### src/rtl/janus_pkg.sv
// Shared encodings for the data-in-bus read path.
// Holds the access-size codes, the read FSM states and the alignment check.
package janus_pkg;

  typedef enum logic [1:0] {
    SZ_BYTE = 2'b00,
    SZ_HALF = 2'b01,
    SZ_WORD = 2'b10,
    SZ_RSVD = 2'b11
  } size_e;

  typedef enum logic [1:0] {
    S_IDLE = 2'b00,
    S_WAIT = 2'b01,
    S_DONE = 2'b10,
    S_ERR  = 2'b11
  } state_e;

  // An access is unusable if it has the reserved size code, or if it does not
  // start on a boundary of its own size. A byte is always aligned.
  function automatic logic is_misaligned(input logic [1:0] size,
                                         input logic [1:0] addr_lo);
    logic bad;
    bad = 1'b0;
    case (size)
      SZ_BYTE: bad = 1'b0;
      SZ_HALF: bad = addr_lo[0];
      SZ_WORD: bad = |addr_lo;
      default: bad = 1'b1;
    endcase
    return bad;
  endfunction

endpackage

### src/rtl/dib_align.sv
// Lane select plus sign/zero extension of a little-endian memory word.
// Purely combinational so that the load path can reuse it as-is.
module dib_align
  import janus_pkg::*;
(
  input  logic [31:0] i_rdata,
  input  logic [1:0]  i_addr_lo,
  input  logic [1:0]  i_size,
  input  logic        i_signed,
  output logic [31:0] o_data
);

  logic [7:0]  w_byte;
  logic [15:0] w_half;

  // Pick the addressed lane, then fill the upper bits with its MSB or zero.
  // NOTE: every variable written here gets a default first, so no path can
  // leave it unassigned and infer a latch.
  always_comb begin
    w_byte = i_rdata[7:0];
    w_half = i_rdata[15:0];
    o_data = i_rdata;

    case (i_addr_lo)
      2'd0:    w_byte = i_rdata[7:0];
      2'd1:    w_byte = i_rdata[15:8];
      2'd2:    w_byte = i_rdata[23:16];
      default: w_byte = i_rdata[31:24];
    endcase

    w_half = i_addr_lo[1] ? i_rdata[31:16] : i_rdata[15:0];

    case (i_size)
      SZ_BYTE: o_data = {{24{i_signed & w_byte[7]}}, w_byte};
      SZ_HALF: o_data = {{16{i_signed & w_half[15]}}, w_half};
      default: o_data = i_rdata;
    endcase
  end

endmodule

### src/rtl/dib_rd_if.sv
// Memory read interface that produces the 32-bit data-in bus (dib).
// One read per rd_start: word-aligned req/ack handshake, lane extraction,
// extension, a registered result and a one-cycle dib_valid strobe. Illegal
// accesses and memory timeouts raise a sticky rd_err instead.
module dib_rd_if
  import janus_pkg::*;
#(
  parameter int unsigned TIMEOUT = 16,
  parameter logic [31:0] RST_DIB = 32'h0000_0000
) (
  input  logic        clk,
  input  logic        rst_n,
  input  logic        rd_start,
  input  logic [31:0] rd_addr,
  input  logic [1:0]  rd_size,
  input  logic        rd_signed,
  output logic        busy,
  output logic        mem_req,
  output logic [31:0] mem_addr,
  input  logic        mem_ack,
  input  logic [31:0] mem_rdata,
  output logic [31:0] dib,
  output logic        dib_valid,
  output logic        rd_err
);

  localparam int unsigned   CW       = $clog2(TIMEOUT + 1);
  localparam logic [CW-1:0] CNT_LAST = CW'(TIMEOUT - 1);
  localparam logic [CW-1:0] CNT_ONE  = CW'(1);

  state_e        r_state;
  state_e        w_next;
  logic [CW-1:0] r_cnt;
  logic [1:0]    r_addr_lo;
  logic [1:0]    r_size;
  logic          r_signed;
  logic [31:0]   r_mem_addr;
  logic [31:0]   r_dib;
  logic          r_rd_err;

  logic          w_accept;
  logic          w_misal;
  logic          w_ack;
  logic          w_timeout;
  logic [31:0]   w_aligned;

  // rd_start only counts in IDLE; the ack is only meaningful while waiting.
  // An ack in the last waiting cycle wins over the timeout.
  assign w_accept  = (r_state == S_IDLE) && rd_start;
  assign w_misal   = is_misaligned(rd_size, rd_addr[1:0]);
  assign w_ack     = (r_state == S_WAIT) && mem_ack;
  assign w_timeout = (r_state == S_WAIT) && !mem_ack && (r_cnt == CNT_LAST);

  dib_align u_align (
    .i_rdata   (mem_rdata),
    .i_addr_lo (r_addr_lo),
    .i_size    (r_size),
    .i_signed  (r_signed),
    .o_data    (w_aligned)
  );

  // State register.
  // NOTE: sequential state is written with non-blocking assignments so every
  // flop samples the pre-edge values, independent of block ordering.
  always_ff @(posedge clk or negedge rst_n) begin
    if (!rst_n) r_state <= S_IDLE;
    else        r_state <= w_next;
  end

  // Next-state decode: illegal accesses skip the memory and go straight to ERR.
  always_comb begin
    w_next = r_state;
    case (r_state)
      S_IDLE: if (w_accept) w_next = w_misal ? S_ERR : S_WAIT;
      S_WAIT: begin
        if (w_ack)          w_next = S_DONE;
        else if (w_timeout) w_next = S_ERR;
      end
      S_DONE:  w_next = S_IDLE;
      default: w_next = S_IDLE;
    endcase
  end

  // Capture the request attributes on accept; they steer lane extraction later.
  always_ff @(posedge clk or negedge rst_n) begin
    if (!rst_n) begin
      r_addr_lo  <= 2'b00;
      r_size     <= 2'b00;
      r_signed   <= 1'b0;
      r_mem_addr <= 32'h0000_0000;
    end else if (w_accept) begin
      r_addr_lo <= rd_addr[1:0];
      r_size    <= rd_size;
      r_signed  <= rd_signed;
      if (!w_misal) r_mem_addr <= {rd_addr[31:2], 2'b00};
    end
  end

  // Wait-cycle counter: zeroed on accept, counts every cycle spent in WAIT.
  always_ff @(posedge clk or negedge rst_n) begin
    if (!rst_n)                  r_cnt <= '0;
    else if (w_accept)           r_cnt <= '0;
    else if (r_state == S_WAIT)  r_cnt <= r_cnt + CNT_ONE;
  end

  // Result register: loaded only on a real ack, otherwise holds the last read.
  always_ff @(posedge clk or negedge rst_n) begin
    if (!rst_n)     r_dib <= RST_DIB;
    else if (w_ack) r_dib <= w_aligned;
  end

  // Sticky error: re-evaluated on each accept, set again by a timeout.
  always_ff @(posedge clk or negedge rst_n) begin
    if (!rst_n)         r_rd_err <= 1'b0;
    else if (w_accept)  r_rd_err <= w_misal;
    else if (w_timeout) r_rd_err <= 1'b1;
  end

  assign busy      = (r_state != S_IDLE);
  assign mem_req   = (r_state == S_WAIT);
  assign dib_valid = (r_state == S_DONE);
  assign mem_addr  = r_mem_addr;
  assign dib       = r_dib;
  assign rd_err    = r_rd_err;

endmodule

### config.mk
export PLATFORM = sky130hd
export DESIGN_NAME = dib_rd_if
export DESIGN_NICKNAME = d
export VERILOG_FILES = /design/src/rtl/janus_pkg.sv /design/src/rtl/dib_align.sv /design/src/rtl/dib_rd_if.sv
export SDC_FILE = /design/constraint.sdc
export NUM_CORES = 1
export LEC_CHECK = 0
export ABC_AREA = 1
export BUFFER_PORTS_ARGS = -buffer_cell sky130_fd_sc_hd__clkbuf_2
export CORE_ASPECT_RATIO = 1.1
export CORE_MARGIN = 5
export CORE_UTILIZATION = 40
export DETAILED_ROUTE_END_ITERATION = 6
export GPL_TIMING_DRIVEN = 0
export PLACE_DENSITY = 0.69
export SYNTH_ARGS = -nofsm -noshare
export SYNTH_HDL_FRONTEND = slang
export SYNTH_SLANG_ARGS = --single-unit
### constraint.sdc
create_clock -name clk -period 1.3 [get_ports clk]
set_clock_uncertainty 0.05 [all_clocks]
set_input_delay 0.065 -clock clk [delete_from_list [all_inputs] [get_ports clk]]
set_output_delay 0.065 -clock clk [all_outputs]
set_load 0.005 [all_outputs]
==> results.sh <==
export IMPL_status="finished, violations left"
export IMPL_failed_checks="negative setup slack"
export IMPL_grt_first_pass_wirelength_um=20300
export IMPL_cp_slowest_stage_delay_ps=470
export IMPL_fmax_mhz=655
export IMPL_globalplace_congestion=0.910
export IMPL_critPathArrivalTime_ps=1730
export IMPL_grt_pass1_vias=4176
export IMPL_syn_area_per_cell_um2=8.09
export IMPL_synth_edf_count=0
export IMPL_synth_area_um2=3880
export IMPL_async_reset_ff_share_pct=100
export IMPL_cp_common_cell="nand3_4"
export IMPL_die_w_um=104
export IMPL_ir_worst_vdd_v=0.00104
export IMPL_antenna_cells=0
export IMPL_cts_sinks=75
export IMPL_drv_cap=0
export IMPL_yosysMostFrequentCell="nand2_1"
export IMPL_final_area_um2=6000
export IMPL_nNetsFinal=765
export IMPL_dieArea_um2=11800
export IMPL_rsz0062_at_grt="true"
export IMPL_cts_buffers=9
export IMPL_p_leak_nw=3.23
export IMPL_cts_max_path_buffers=2
export IMPL_slew_violations=0
export IMPL_antenna_left=0
export IMPL_num_io_pins=139
export IMPL_fin_setup_tns_ps=-6080
export IMPL_min_path_type="in2reg"
export IMPL_fp_coreArea_um2=9440
export IMPL_synth_compound_area_share_pct=9.93
export IMPL_ys_top_cells_by_area="dfrtp_1 (48%), nand2_1 (17%), a21oi_1 (3.6%), inv_1 (3.4%), nand3_1 (3.4%)"
export IMPL_crit_type="reg2reg"
export IMPL_drc_errors=0
export IMPL_yosys_warnings=0
export IMPL_synthAdderAreaFrac_pct=0.645
export IMPL_rows=37
export IMPL_cp_cell_sequence="buf_6 > o21ai_4 > nand3_4 > nand3_4 > buf_8 > nand3_1 > nand2_1 > inv_1"
export IMPL_synth_area_mux_share_pct=0.387
export IMPL_synth_top_area_share_pct=48.3
export IMPL_end_kind="flop"
export IMPL_routed_via_density=4.93
export IMPL_areaGrowthSynthToFinish_pct=54.5
export IMPL_synth_xor_xnor_area_share_pct=0
export IMPL_hold_violations=0
export IMPL_setup_viol=66
export IMPL_wl_per_cell_um=16.3
export IMPL_synthFlopType="dfrtp_1"
export IMPL_track_usage_pct=21.0
export IMPL_grt_ovfl_total=0
export IMPL_h_tree_depth=3
export IMPL_synth_top_family_by_area="simple AND/OR/NAND/NOR gates"
export IMPL_start_util_pct=41.1
export IMPL_port_buffers=136
export IMPL_worstPathRequired_ps=1510
export IMPL_crit_family="flip-flops"
export IMPL_hpwl_um=8340
export IMPL_timing_final_ws_setup_ps=-226
export IMPL_cts_root_buffer="clkbuf_8"
export IMPL_holdWs_ps=23.6
export IMPL_power_density_nw_per_um2=2150
export IMPL_num_vias=4013
export IMPL_fin_crit_sh_pct=117
export IMPL_drt_wl_total_um=13200
export IMPL_drt_iter0_drc=151
export IMPL_synth_top_cell_by_area="dfrtp_1"
export IMPL_cp_start_kind="flop"
export IMPL_cp_num_buf_inv=3
export IMPL_placed_area_um2=4750
export IMPL_path_clk_slew_ps=80
export IMPL_synth_cells=480
export IMPL_min_period_ps=1530
export IMPL_synth_ff_latch_count=75
export IMPL_dr_pass1_iters=5
export IMPL_cp_max_fo=10
export IMPL_antenna_found_initial=0
export IMPL_synth_common_cells="nand2_1 (172), dfrtp_1 (75), inv_1 (35)"
export IMPL_drive_above_1_share_pct=46.1
export IMPL_insertion_delay_ps=350
export IMPL_yosys_area_share_simple_pct=30.8
export IMPL_cts_tree="built"
export IMPL_grt_max_degree=44
export IMPL_synth_distinct_cells=39
export IMPL_die_h_um=113
export IMPL_critPathSlowestCell="dfrtp_2"
export IMPL_ys_seq_area_share_pct=48.3
-- kinds of logic (layout without fill, tap and decap cells) --
group	count (synthesis)	in the layout
other	1	2
adders and majority gates	2	2
muxes	1	1
AOI/OAI and AO/OA	66	66
buffers and inverters	67	283
and+or+nand+nor	268	268
DFF	75	75
-- placed cells by master, fill, tap and decap left out, drive strengths merged --
cell | netlist | final
clkinv | 1 | 3
clkbuf | 3 | 152
bufinv | 0 | 1
o31ai | 1 | 1
dlygate4sd3 | 0 | 38
nor2 | 37 | 37
or2 | 23 | 23
clkinvlp | 0 | 1
a22o | 1 | 1
buf | 20 | 46
o21ai | 24 | 24
nand3 | 29 | 29
o22ai | 2 | 2
dfrtp | 75 | 75
and2 | 1 | 1
nand2 | 178 | 178
a21oi | 37 | 37
dlymetal6s2s | 1 | 1
mux2 | 1 | 1
ha | 2 | 2
a31oi | 1 | 1
conb | 1 | 2
inv | 42 | 41
-- worst min-delay path: cells and delay by family --
family | cells | cell delay [ps]
buf+inv | 2 | 140
simple gates | 2 | 110
compound gates | 1 | 70
-- timing repair --
item / 4_1_cts / 5_1_grt
hold buffers: 38 / 0
pin swaps: 8 / 26
gates resized for setup: 30 / 112
endpoints found under the hold margin: 69 / 0
buffers inserted: 12 / 9
setup endpoints to repair: 66 / 75
gates cloned: 3 / 2
-- per-stage QoR --
step                      std cells  power, W  utilization, %  setup WS (ps)
after CTS                       804    0.0120            58.8           -153
after global placement          734   0.00927            50.1           -577
after global routing            814    0.0139            63.5           -269
after floorplan                 481   0.00740               -          -9.77
final                           814    0.0129            63.5           -226
after detailed placement        735   0.00945            50.3           -199
-- area by class of cell --
cell class,instances,area [µm²]
Clock inverter,3,43.8
Buffer,24,258
Clock buffer,13,169
Timing Repair Buffer,200,1350
Tap cell,117,146
Sequential cell,75,1880
Fill cell,747,3450
Multi-Input combinational cell,339,1950
Inverter,43,198
-- layer usage --
layer | global-route usage (%) | part of all wire, % | up-vias
li1 | - | - | 1922
met1 | 24.4 | 39 | 1879
met2 | 36.0 | 50 | 182
met3 | 6.62 | 8.9 | 30
met4 | 8.72 | 2.7 | 0
met5 | 0 | 0 | -
-- state kept, by name, indices dropped and copies added (netlist names) --
name	count
mem_addr	30
r_cnt	5
rd_err	1
r_signed	1
dib	32
r_size	2
r_state	2
r_addr_lo	2
-- power by group --
part	leakage (nW)	switching, W	total, W	internal (W)
Sequential	0.907	0.000786	0.00424	0.00345
Combinational	2.21	0.00359	0.00669	0.00310
Clock	0.110	0.000929	0.00198	0.00105
-- path summary, 6_finish.rpt --
check / startpoint / endpoint / slack (ps) / cells past startpoint
max: r_addr_lo[1]$_DFFE_PN0P_ / dib[29]$_DFFE_PN0P_ / -230 / 8
min: mem_rdata[17] / dib[17]$_DFFE_PN0P_ / 20 / 5
max reg2reg: r_addr_lo[1]$_DFFE_PN0P_ / dib[29]$_DFFE_PN0P_ / -230 / 8
min reg2reg: mem_addr[13]$_DFFE_PN0P_ / mem_addr[13]$_DFFE_PN0P_ / 430 / 2
max in group asynchronous: rst_n / r_state[1]$_DFFE_PN0P_ / 400 / 3
min in group asynchronous: rst_n / dib[11]$_DFFE_PN0P_ / 180 / 2
Power figures use the tool's default switching activity.
